### src/rtl/hazard_fwd_ctrl.sv
// -----------------------------------------------------------------------------
// hazard_fwd_ctrl
// Hazard controller placed beside the ID/EX boundary of the pipelined core.
//   * Per-source operand forwarding select for the EX-stage operand muxes
//     (combinational, EX/MEM has priority over MEM/WB, loads in EX/MEM are
//     never forwarded from EX/MEM, register 0 never matches).
//   * Load-use hazard detection with a LOAD_STALL-cycle stall sequencer that
//     freezes PC and IF/ID and injects bubbles into ID/EX.
//   * Saturating performance counter of stalled cycles.
//
// Ports
//   clk, rst_n        clock, synchronous active-low reset
//   id_rs, id_uses    IF/ID source addresses / per-source "operand read" flags
//   ex_rs             ID/EX source addresses (same packing as id_rs)
//   ex_rd, ex_regwrite, ex_memread     ID/EX destination info
//   mem_rd, mem_regwrite, mem_memread  EX/MEM destination info
//   wb_rd, wb_regwrite                 MEM/WB destination info
//   stall_clr         clears stall_cycles (priority over increment)
//   fwd_sel           per-source select [2i+1:2i]: 00 regfile, 10 EX/MEM, 01 MEM/WB
//   pc_write_en, ifid_write_en, idex_bubble   stall controls
//   hazard_busy       sequencer is in its STALL state
//   stall_cycles      saturating count of cycles with pc_write_en=0
// -----------------------------------------------------------------------------
module hazard_fwd_ctrl #(
    parameter int REG_W      = 5,
    parameter int NUM_SRC    = 2,
    parameter int LOAD_STALL = 1,
    parameter int CNT_W      = 16
) (
    input  logic                       clk,
    input  logic                       rst_n,
    input  logic [NUM_SRC*REG_W-1:0]   id_rs,
    input  logic [NUM_SRC-1:0]         id_uses,
    input  logic [NUM_SRC*REG_W-1:0]   ex_rs,
    input  logic [REG_W-1:0]           ex_rd,
    input  logic                       ex_regwrite,
    input  logic                       ex_memread,
    input  logic [REG_W-1:0]           mem_rd,
    input  logic                       mem_regwrite,
    input  logic                       mem_memread,
    input  logic [REG_W-1:0]           wb_rd,
    input  logic                       wb_regwrite,
    input  logic                       stall_clr,
    output logic [2*NUM_SRC-1:0]       fwd_sel,
    output logic                       pc_write_en,
    output logic                       ifid_write_en,
    output logic                       idex_bubble,
    output logic                       hazard_busy,
    output logic [CNT_W-1:0]           stall_cycles
);

    localparam int REM_W = $clog2(LOAD_STALL) + 1;
    // A single-cycle stall never needs the STALL state.
    localparam bit MULTI_STALL = (LOAD_STALL > 1);

    typedef enum logic [0:0] {
        IDLE  = 1'b0,
        STALL = 1'b1
    } state_e;

    state_e             state_q, state_d;
    logic [REM_W-1:0]   rem_q, rem_d;
    logic [CNT_W-1:0]   cnt_q, cnt_d;
    logic               use_match_s;
    logic               hz_s;
    logic               stall_s;

    // Forwarding select per EX-stage source; forced to regfile while in reset.
    always_comb begin
        fwd_sel = '0;
        for (int i = 0; i < NUM_SRC; i++) begin
            if (!rst_n) begin
                fwd_sel[2*i +: 2] = 2'b00;
            end else if (mem_regwrite && (mem_rd != '0) && !mem_memread &&
                         (mem_rd == ex_rs[i*REG_W +: REG_W])) begin
                fwd_sel[2*i +: 2] = 2'b10;
            end else if (wb_regwrite && (wb_rd != '0) &&
                         (wb_rd == ex_rs[i*REG_W +: REG_W])) begin
                fwd_sel[2*i +: 2] = 2'b01;
            end else begin
                fwd_sel[2*i +: 2] = 2'b00;
            end
        end
    end

    // Load-use detection: any read operand of the IF/ID instruction needs the load result.
    always_comb begin
        use_match_s = 1'b0;
        for (int i = 0; i < NUM_SRC; i++) begin
            if (id_uses[i] && (id_rs[i*REG_W +: REG_W] == ex_rd)) begin
                use_match_s = 1'b1;
            end else begin
                use_match_s = use_match_s;
            end
        end
        hz_s = ex_memread && ex_regwrite && (ex_rd != '0) && use_match_s;
    end

    // Stall request: immediate on a hazard in IDLE, unconditional in STALL.
    always_comb begin
        stall_s = 1'b0;
        if (!rst_n) begin
            stall_s = 1'b0;
        end else begin
            case (state_q)
                IDLE:    stall_s = hz_s;
                STALL:   stall_s = 1'b1;
                default: stall_s = 1'b0;
            endcase
        end
    end

    // Sequencer next state; the IDLE hazard cycle counts as the first stall cycle.
    always_comb begin
        state_d = state_q;
        rem_d   = rem_q;
        case (state_q)
            IDLE: begin
                if (hz_s && MULTI_STALL) begin
                    state_d = STALL;
                    rem_d   = REM_W'(LOAD_STALL - 1);
                end else begin
                    state_d = IDLE;
                    rem_d   = '0;
                end
            end
            STALL: begin
                // rem==1 marks the final stall cycle; hz is ignored here.
                if (rem_q <= REM_W'(1)) begin
                    state_d = IDLE;
                    rem_d   = '0;
                end else begin
                    state_d = STALL;
                    rem_d   = rem_q - REM_W'(1);
                end
            end
            default: begin
                state_d = IDLE;
                rem_d   = '0;
            end
        endcase
    end

    // Saturating stall counter; clear wins over increment.
    always_comb begin
        cnt_d = cnt_q;
        if (stall_clr) begin
            cnt_d = '0;
        end else if (stall_s && (cnt_q != '1)) begin
            cnt_d = cnt_q + CNT_W'(1);
        end else begin
            cnt_d = cnt_q;
        end
    end

    // State, remaining-count and performance-counter registers.
    always_ff @(posedge clk) begin
        if (!rst_n) begin
            state_q <= IDLE;
            rem_q   <= '0;
            cnt_q   <= '0;
        end else begin
            state_q <= state_d;
            rem_q   <= rem_d;
            cnt_q   <= cnt_d;
        end
    end

    assign pc_write_en   = !stall_s;
    assign ifid_write_en = !stall_s;
    assign idex_bubble   = stall_s;
    assign hazard_busy   = rst_n && (state_q == STALL);
    assign stall_cycles  = cnt_q;

endmodule
### config.mk
export PLATFORM = sky130hd
export DESIGN_NAME = hazard_fwd_ctrl
export DESIGN_NICKNAME = d
export VERILOG_FILES = /design/src/rtl/hazard_fwd_ctrl.sv
export SDC_FILE = /design/constraint.sdc
export NUM_CORES = 1
export LEC_CHECK = 0
export CELL_PAD_IN_SITES_DETAIL_PLACEMENT = 2
export CELL_PAD_IN_SITES_GLOBAL_PLACEMENT = 2
export CORE_UTILIZATION = 22
export DETAILED_ROUTE_END_ITERATION = 6
export GPL_ROUTABILITY_DRIVEN = 0
export HOLD_SLACK_MARGIN = 0.12
export PLACE_DENSITY_LB_ADDON = 0.25
export SLEW_MARGIN = 20
export SYNTH_ARGS = -nofsm -noshare
export SYNTH_HDL_FRONTEND = slang
export SYNTH_SLANG_ARGS = --single-unit
### constraint.sdc
create_clock -name clk -period 2.25 [get_ports clk]
set_input_delay 0.45 -clock clk [delete_from_list [all_inputs] [get_ports clk]]
set_output_delay 0.45 -clock clk [all_outputs]
set_load 0.02 [all_outputs]
After elaboration in Yosys (flattened, before gate mapping). Index checks and enable logic that the tools add are counted.

Input bits: 45. Word-level logic and storage cells: 49. Output and inout bits: 24. Register bits: 18.

Eq/ne operators: 7. Bitwise gates (word level): 2. Order comparisons: 1. Add/sub/neg operators: 2. Muxes and demuxes: 14. Reduce and logical (&&, ||, !) cells: 20.

Operators by type and width (number): == test 5 bit (6); adder 16 x 1 -> 16 bit, second input constant (1); != test 16 bit, second input constant (1); nonzero test 5 bit (3); logical AND 1 bit (14); 2-to-1 mux 2 bit (4); 2-to-1 mux 1 bit (7); one-hot mux 1 bit (2 select lines) (3); zero test 1 bit (2); NOT 1 bit (2); OR reduction 2 bit (1); <= comparator 1 bit, second input constant (1); subtractor 1 bit, second input constant (1).

Longest topological paths before layout. Gate-level depths: netlist of the first run.

Depth after elaboration: 8. Depth in mapped cells: 7. Depth with buffers taken out: 6.

Worst setup path before layout of the first run. OpenSTA, ideal clock, no wires.

Kind: input-to-output. Start: in mem_rd[1]. End: out fwd_sel[0]. Arrival time: 1967 ps. Required time: 1800 ps. Slack: -167 ps. Stages: 4. Buffers on the path: 0. Cells stage by stage: or4_1 -> o21ai_0 -> nor4_1 -> nor4_1.

Cells in the longest elaborated chain, start to end: 6. Elaborated cells on any way between the ends: 7. Those cells by class: eq/ne: 1; mux: 2; reduce/logical: 4.

Ends and longest elaborated chain: start, declared (RTL line 38) `input logic [REG_W-1:0] mem_rd,`; nonzero test 5 bit (RTL line 74) `end else if (mem_regwrite && (mem_rd != '0) && !mem_memread &&`; logical AND 1 bit (2 in series) (RTL line 74); logical AND 1 bit (*) (RTL line 74); 2-to-1 mux 2 bit (*) (RTL line 74); 2-to-1 mux 2 bit (*) (RTL line 72) `if (!rst_n) begin`; end, declared (RTL line 44) `output logic [2*NUM_SRC-1:0] fwd_sel,`.

Mark *: on every way between the ends. The rest lies on a longest branch, timed or not.

Worst setup path in the final report of the first run.
Start: in mem_rd[4]. End: out fwd_sel[0].

Same word-level chain as after synthesis.

==> results.md, run 1 <==
| Metric | Value | Unit |
| --- | --- | --- |
| Commonest cells in the synthesized netlist | dfxtp_1 (16), xnor2_1 (16), xor2_1 (14) | - |
| Worst setup startpoint | mem_rd[4] | - |
| Largest cells by area after synthesis | dfxtp_1 (23%), xnor2_1 (9.9%), xor2_1 (8.7%), o311ai_0 (5.0%), o41ai_1 (4.3%) | - |
| Maximum number of pins on one net before global-route repair | 17 | - |
| Routed length on met2 | 3080 | µm |
| Dominant cell type by count on the critical path | nor4_4 | - |
| Uppermost routed layer | met4 | - |
| Cell chosen for the clock root | clkbuf_8 | - |
| Largest buffer count on any clock path | 2 | - |
| Post-synthesis instance area | 0.00141 | mm² |
| Most used flip-flop cell after synthesis | dfxtp_1 | - |
| Post-route DRC | 0 | - |
| Syn nets | 212 | - |
| Number of cells produced by synthesis | 166 | - |
| Share of synthesized area spent on multiplexers | 0.00708 | - |
| Die footprint | 0.00675 | mm² |
| Upper clock frequency limit | 427 | MHz |
| Minimum period implied by the final worst setup slack | 2.34 | ns |
| Total of warnings raised by yosys | 0 | - |
| Hold Violations, Final | 0 | - |
| Cell leakage power | 1.09 | nW |
| CP Launch Type | primary input | - |
| Overflow left after global routing | 0 | - |
| Count of final max-slew check failures | 0 | - |
| Worst hold margin | 0.471 | ns |
| Max H-tree Level | 1 | - |
| Crit end category | output port | - |
| Largest family of logic cells by synthesized area | simple AND/OR/NAND/NOR gates | - |
| Initial standard-cell utilization of the core | 0.233 | - |
| Fill count | 690 | - |
| Via count of the first global-routing pass | 1,938 | - |
| Largest delay share family, worst path | simple AND/OR/NAND/NOR gates | - |
| Share of the synthesized area in compound gates (AO/OA/AOI/OAI) | 0.215 | - |
| Number of flip-flops in the largest register | 16 | - |
| HPWL after DPL | 4640 | µm |
| DR vias/cell | 5.08 | - |
| Clock transition time at the flip-flop clock pins of the worst setup and hold paths | 0.07 | ns |
| Met3 WL post-DR | 233 | µm |
| Data arrival time of the critical path | 1.89 | ns |
| Number of inserted diodes | 0 | - |
| Critical Path, Cell by Cell | buf_6 -> or4_4 -> o21ai_4 -> nor4_4 -> nor4_4 -> buf_4 | - |
| R2r worst-path depth | 7 | - |
| Clock insertion delay at the later pin of the skew report | 0.26 | ns |
| Wire length of the first global-routing pass | 9250 | µm |
| Total wire length | 5980 | µm |
| Most area-hungry cell type in the Yosys netlist | dfxtp_1 | - |
| Unrepaired setup endpoints after global routing | true | - |
| Clock sink count | 16 | - |
| Vertical die dimension | 82.2 | µm |
| Beginning of the worst register-to-register path | stall_cycles[0] | - |
| Final routed wire length divided by cell count | 17.5 | µm |
| Sequential share of power | 0.372 | - |
| Endpoint required time on the critical path | 1.80 | ns |
| Cell row count | 28 | - |
| Delay of the slowest cell on the worst path | 0.56 | ns |
| Clock share of power | 0.310 | - |
| Sw Share | 0.296 | - |
| Final-report setup violation count | 2 | - |
| Worst ir drop on vdd | 276 | µV |
| Boundary pin count | 69 | - |
| Count of buffering cells on the critical path with inverters included | 2 | - |
| Status | complete, but fails checks | - |
| Synthesized-area fraction occupied by xor and xnor cells | 0.186 | - |
| Fraction of registers with async set or reset after synthesis | 0 | - |
| Synthesis-stage register bit count | 16 | - |
| CTS tree | done | - |
| 1st-iter DRT viols | 62 | - |
| Finished Core Util | 0.422 | - |
| EDFF count, synth | 0 | - |
| TritonCTS buffer count | 3 | - |
| Share of final-layout standard cells stronger than drive strength 1 | 0.308 | - |
| Critical path start-end classification | in -> out | - |
| I/O Buffers | 67 | - |
| P_int | 536 | µW |
| Largest driver fanout on the critical path | 2 | - |
| Cell type of the slowest stage on the worst timing path | or4_4 | - |
| Synthesized area divided by synthesized cell count | 8.52 | µm² |
| Endpoint of the most critical setup path | fwd_sel[0] | - |
| Simple-gate area share of the yosys netlist | 0.316 | - |
| Number of iterations in the first detailed-routing pass | 4 | - |
| Worst reg2reg setup slack | 0.28 | ns |
| Antenna violation net count after detailed routing | 0 | - |
| Area growth from synthesis to layout | 81.1 | % |
| Netlist cell types | 46 | - |
| Endpoint of the most critical register-to-register path | stall_cycles[5] | - |
| Sequential cell area fraction in the yosys report | 0.227 | - |
| Top cell type's share of synthesized area | 0.227 | - |
| Wire length the detailed router placed on met1 | 2640 | µm |
| Nets | 314 | - |
| Net switching power | 225 | µW |
| Core area | 0.00606 | mm² |
| Die W | 82.2 | µm |
| Post-synthesis share of cell area spent on full adders, half adders and majority gates | 0.00885 | - |
| Combinational share of power | 0.318 | - |
| Number of violations of the max-capacitance limit | 0 | - |
| Clock Skew | 0.00762 | ns |
| Hold Path Class | reg -> reg | - |
| Hold wc startpoint | stall_cycles[12] | - |
| Pwr per Cell Area | 297 | mW/mm² |
| Antenna violations before repair | 0 | - |
| Number of vias after detailed routing | 1,731 | - |
| Violated checks | setup timing | - |
| Tot GR Track Use | 0.180 | - |
| Number of cells on the critical path | 6 | - |
| Fin worst setup slack | -0.0940 | ns |
| Final Cycle Share | 1.04 | - |
power groups by stage:
stage                     Clock (mW)  Sequential, mW  Combinational (mW)
final                          0.235           0.283               0.242
after global routing           0.258           0.283               0.261
after CTS                      0.238           0.283               0.235
after detailed placement           0           0.290               0.233
after floorplan                    0           0.290              0.0779
after global placement             0           0.290               0.227
tightest hold or removal path: stages, from the launching register on:
cell and delay [ns]:
dfxtp_1 0.32, nand2_1 0.06, a2bb2oi_1 0.05
worst min-delay path by stage:
stage          cells after the start          endpoint
3_5_place_dp                       2  stall_cycles[12]
6_report                           2  stall_cycles[12]
5_1_grt                            2  stall_cycles[12]
3_3_place_gp                       2  stall_cycles[12]
4_1_cts                            2  stall_cycles[12]
2_1_floorplan                      2  stall_cycles[12]
per-layer routing:
layer  track usage  up-vias
li1              -      846
met1         0.213      832
met2         0.330       49
met3        0.0407        4
met4        0.0333        0
met5             0        -
layout by cell type, fill, tap and decap left out, drive strengths merged, types with 5 or more instances in the layout:
cell / n
buf: 50
clkdlybuf4s50: 25
dfxtp: 16
xnor2: 16
nand2: 15
xor2: 14
dlymetal6s2s: 11
dlygate4sd2: 10
nand3: 9
o311ai: 8
clkbuf: 8
nand4: 7
nand2b: 7
o41ai: 7
nor4: 7
or4: 6
and3: 5
per-stage QoR:
| stage | setup TNS, ns | instance area (µm²) | power [mW] | worst slack (ns) | std cells |
|---|---|---|---|---|---|
| 3_3_place_gp | -6.91 | 2430 | 0.517 | -0.843 | 336 |
| 3_5_place_dp | -8.29 | 2430 | 0.523 | -0.987 | 336 |
| 2_1_floorplan | 0 | 1430 | 0.368 | 0.0346 | 166 |
| 5_1_grt | -0.259 | 2560 | 0.802 | -0.130 | 341 |
| 6_report | -0.172 | 2560 | 0.761 | -0.0940 | 341 |
| 4_1_cts | -0.188 | 2480 | 0.755 | -0.0945 | 340 |
what timing repair did:
| item | CTS | global route |
|---|---|---|
| resized for setup | 91 | 34 |
| hold buffers | 0 | 0 |
| setup endpoints to repair | 8 | 6 |
| pin swaps | 14 | 18 |
| buffers inserted | 1 | 1 |
cell type report:
type | count | area [µm²] | share of cell area
Multi-Input combinational cell | 141 | 1150 | 0.451
Clock buffer | 3 | 41.3 | 0.0161
Tap cell | 75 | 93.8 | 0.0367
Sequential cell | 16 | 320 | 0.125
Timing Repair Buffer | 105 | 945 | 0.369
Inverter | 1 | 6.26 | 0.00244
cell families after synthesis:
kind of cell               Yosys count
muxes                                1
other                                1
buffers and inverters                9
adders and majority gates            1
xor gates and xnor gates            30
and+or+nand+nor                     73
AOI/OAI and AO/OA                   35
DFF                                 16
Note: power is estimated with default switching activity, not from simulation.
==> run 2, diff against run 1 <==
- CORE_ASPECT_RATIO: default -> 0.7
==> run 2 against run 1 <==
The run ends with DRC, setup timing left. Count of clock-buffer cells in the layout unchanged. Clock skew down 0.0037 ns. Sequential share of layout area decreased by 1.1 points. Hold slack is essentially flat. Sequential cell count did not move. Combinational power up 26%. Utilization is 3.0 points higher. Wire length up 18%.
==> results.md, run 2 (synthesis gave the netlist of run 1 again) <==
| Metric | Value | Unit | Change |
| --- | --- | --- | --- |
| Status | complete, but fails checks | - |  |
| Violated checks | DRC, setup timing | - |  |
| Upper clock frequency limit | 437 | MHz | +2.5% |
| Worst setup startpoint | mem_rd[1] | - |  |
| Final Cycle Share | 1.02 | - | -0.0255 |
| Fill count | 673 | - | -2.5% |
| Pwr per Cell Area | 288 | mW/mm² | -3.0% |
| Hold-fix buffer count after cts | 0 | - | unchanged |
| Beginning of the worst register-to-register path | stall_cycles[0] | - |  |
| Count of final max-slew check failures | 0 | - | unchanged |
| Crit end category | output port | - |  |
| DR vias/cell | 5.21 | - | +2.6% |
| Worst reg2reg setup slack | 0.28 | ns | about the same |
| Cell type of the slowest stage on the worst timing path | or4_4 | - |  |
| CTS tree | done | - |  |
| Final routed wire length divided by cell count | 20.1 | µm | +15% |
| Post-route cell area | 0.00281 | mm² | +9.9% |
| Largest buffer count on any clock path | 2 | - | unchanged |
| Unrepaired setup endpoints after global routing | true | - |  |
| CP Launch Type | primary input | - |  |
| Boundary pin count | 69 | - | unchanged |
| Number of cells on the critical path | 7 | - | +1 |
| Data arrival time of the critical path | 1.84 | ns | -0.05 ns |
| Clock sink count | 16 | - | unchanged |
| Hold Violations, Final | 0 | - | unchanged |
| Count of buffering cells on the critical path with inverters included | 3 | - | +1 |
| I/O Buffers | 67 | - | unchanged |
| HPWL after DPL | 4960 | µm | +7.0% |
| Area growth from synthesis to layout | 98.9 | % |  |
| Clock transition time at the flip-flop clock pins of the worst setup and hold paths | 0.06 | ns | about the same |
| TritonCTS buffer count | 3 | - | unchanged |
| Total wire length | 7080 | µm | +18% |
| Hold depth | 2 | - | unchanged |
| Critical Path, Cell by Cell | buf_6 -> or4_4 -> o21ai_4 -> buf_6 -> nor4_4 -> nor4_4 -> buf_4 | - |  |
| Most common library cell in the layout ignoring fill and taps | buf_4 | - |  |
| Nets | 322 | - | +2.5% |
| Cell leakage power | 1.15 | nW | +5.4% |
| Critical path start-end classification | in -> out | - |  |
| Wire length of the first global-routing pass | 10,600 | µm | +15% |
| Hold Path Class | reg -> reg | - |  |
| Final-report setup violation count | 3 | - | +1 |
| Total design power | 811 | µW | +6.6% |
| Max H-tree Level | 1 | - | unchanged |
| Clock insertion delay at the later pin of the skew report | 0.25 | ns | about the same |
| Share of final-layout standard cells stronger than drive strength 1 | 0.423 | - | +0.115 |
| Die W | 97.8 | µm | +19% |
| Fin worst setup slack | -0.0367 | ns | +0.0573 ns |
| Number of flip-flops in the largest register | 16 | - | unchanged |
| Endpoint of the most critical register-to-register path | stall_cycles[1] | - |  |
| Overflow left after global routing | 0 | - | unchanged |
| Endpoint required time on the critical path | 1.80 | ns | about the same |
| Delay of the slowest cell on the worst path | 0.54 | ns | -0.02 ns |
| Most frequent cells in the layout | buf_4 (40), clkdlybuf4s50_1 (25), dlygate4sd2_1 (16), dfxtp_1 (16), buf_6 (14) | - |  |
| Number of vias after detailed routing | 1,834 | - | +6.0% |
| Cell row count | 24 | - | -14% |
| Worst ir drop on vdd | 201 | µV | -27% |
| 1st-iter DRT viols | 52 | - | -16% |
| Antenna violation net count after detailed routing | 0 | - | unchanged |
| Via count of the first global-routing pass | 2,006 | - | +3.5% |
| Antenna violations before repair | 0 | - | unchanged |
| Die footprint | 0.00676 | mm² | about the same |
| Total placed instance area | 0.00242 | mm² | -0.36% |
| Vertical die dimension | 69.1 | µm | -16% |
| Minimum period implied by the final worst setup slack | 2.29 | ns | -0.0573 ns |
| Post-route DRC | 10 | - | +10 |
| Clock Skew | 0.00394 | ns | -0.00368 ns |
| Cell chosen for the clock root | clkbuf_8 | - |  |
| R2r worst-path depth | 7 | - | unchanged |
| Endpoint of the most critical setup path | fwd_sel[0] | - |  |
| Hold wc startpoint | stall_cycles[12] | - |  |
| Initial standard-cell utilization of the core | 0.227 | - | -0.00582 |
| Number of inserted diodes | 0 | - | unchanged |
| Maximum number of pins on one net before global-route repair | 23 | - | +6 |
| Largest driver fanout on the critical path | 2 | - | unchanged |
| Number of violations of the max-capacitance limit | 0 | - | unchanged |
| Largest delay share family, worst path | simple AND/OR/NAND/NOR gates | - |  |
| Tot GR Track Use | 0.200 | - | +0.0196 |
| Number of iterations in the first detailed-routing pass | 6 | - | +2 |
| Core area | 0.00622 | mm² | +2.6% |
## run 2: power by group
group	switching (mW)	internal, mW	total [mW]	leakage (nW)
sequential	0.0000693	0.283	0.283	0.129
clock	0.103	0.119	0.222	0.0216
combinational	0.142	0.164	0.306	0.997
## run 2: repair_timing
item	CTS	global route
cloned	0	1
setup buffers	6	3
pin swaps	23	19
setup endpoints to repair	19	17
resized for setup	123	52
## run 2: final cells by class
cell class	count	area [µm²]	share of cell area
Multi-Input combinational cell	141	1340	0.477
Timing Repair Buffer	113	1010	0.358
Sequential cell	16	320	0.114
Tap cell	78	97.6	0.0347
Clock buffer	3	41.3	0.0147
Inverter	1	6.26	0.00222
## run 2: stage by stage
stage	worst slack [ns]	instances	hold slack [ns]	utilization	TNS [ns]
after floorplan	0.0346	166	0.541	-	0
after global placement	-0.827	339	0.464	0.389	-7.91
after detailed placement	-0.938	339	0.467	0.389	-10.31
after CTS	-0.0686	348	0.476	0.415	-0.0686
after global routing	-0.0914	352	0.514	0.452	-0.210
final	-0.0367	352	0.470	0.452	-0.0429
## run 2: per-layer routing
layer / vias to the layer above / part of all wire / track usage
met5: - / 0 / 0
met4: 0 / 0.018 / 0.0236
met3: 11 / 0.033 / 0.0314
met2: 40 / 0.47 / 0.333
met1: 926 / 0.48 / 0.279
li1: 857 / - / -
## run 2: worst register-to-register path: cells and delay by family, from the launching register on
kind,cells,cell delay (ns)
AOI/OAI and AO/OA,2,0.54
and+or+nand+nor,3,0.45
buffers and inverters,1,0.21
DFF,1,0.37
adders and majority gates,1,0.27
## run 2: worst min-delay path by stage
stage          slack [ns]                to
3_5_place_dp         0.47  stall_cycles[12]
3_3_place_gp         0.46  stall_cycles[12]
2_1_floorplan        0.54  stall_cycles[12]
4_1_cts              0.48  stall_cycles[12]
6_report             0.47  stall_cycles[12]
5_1_grt              0.51  stall_cycles[12]
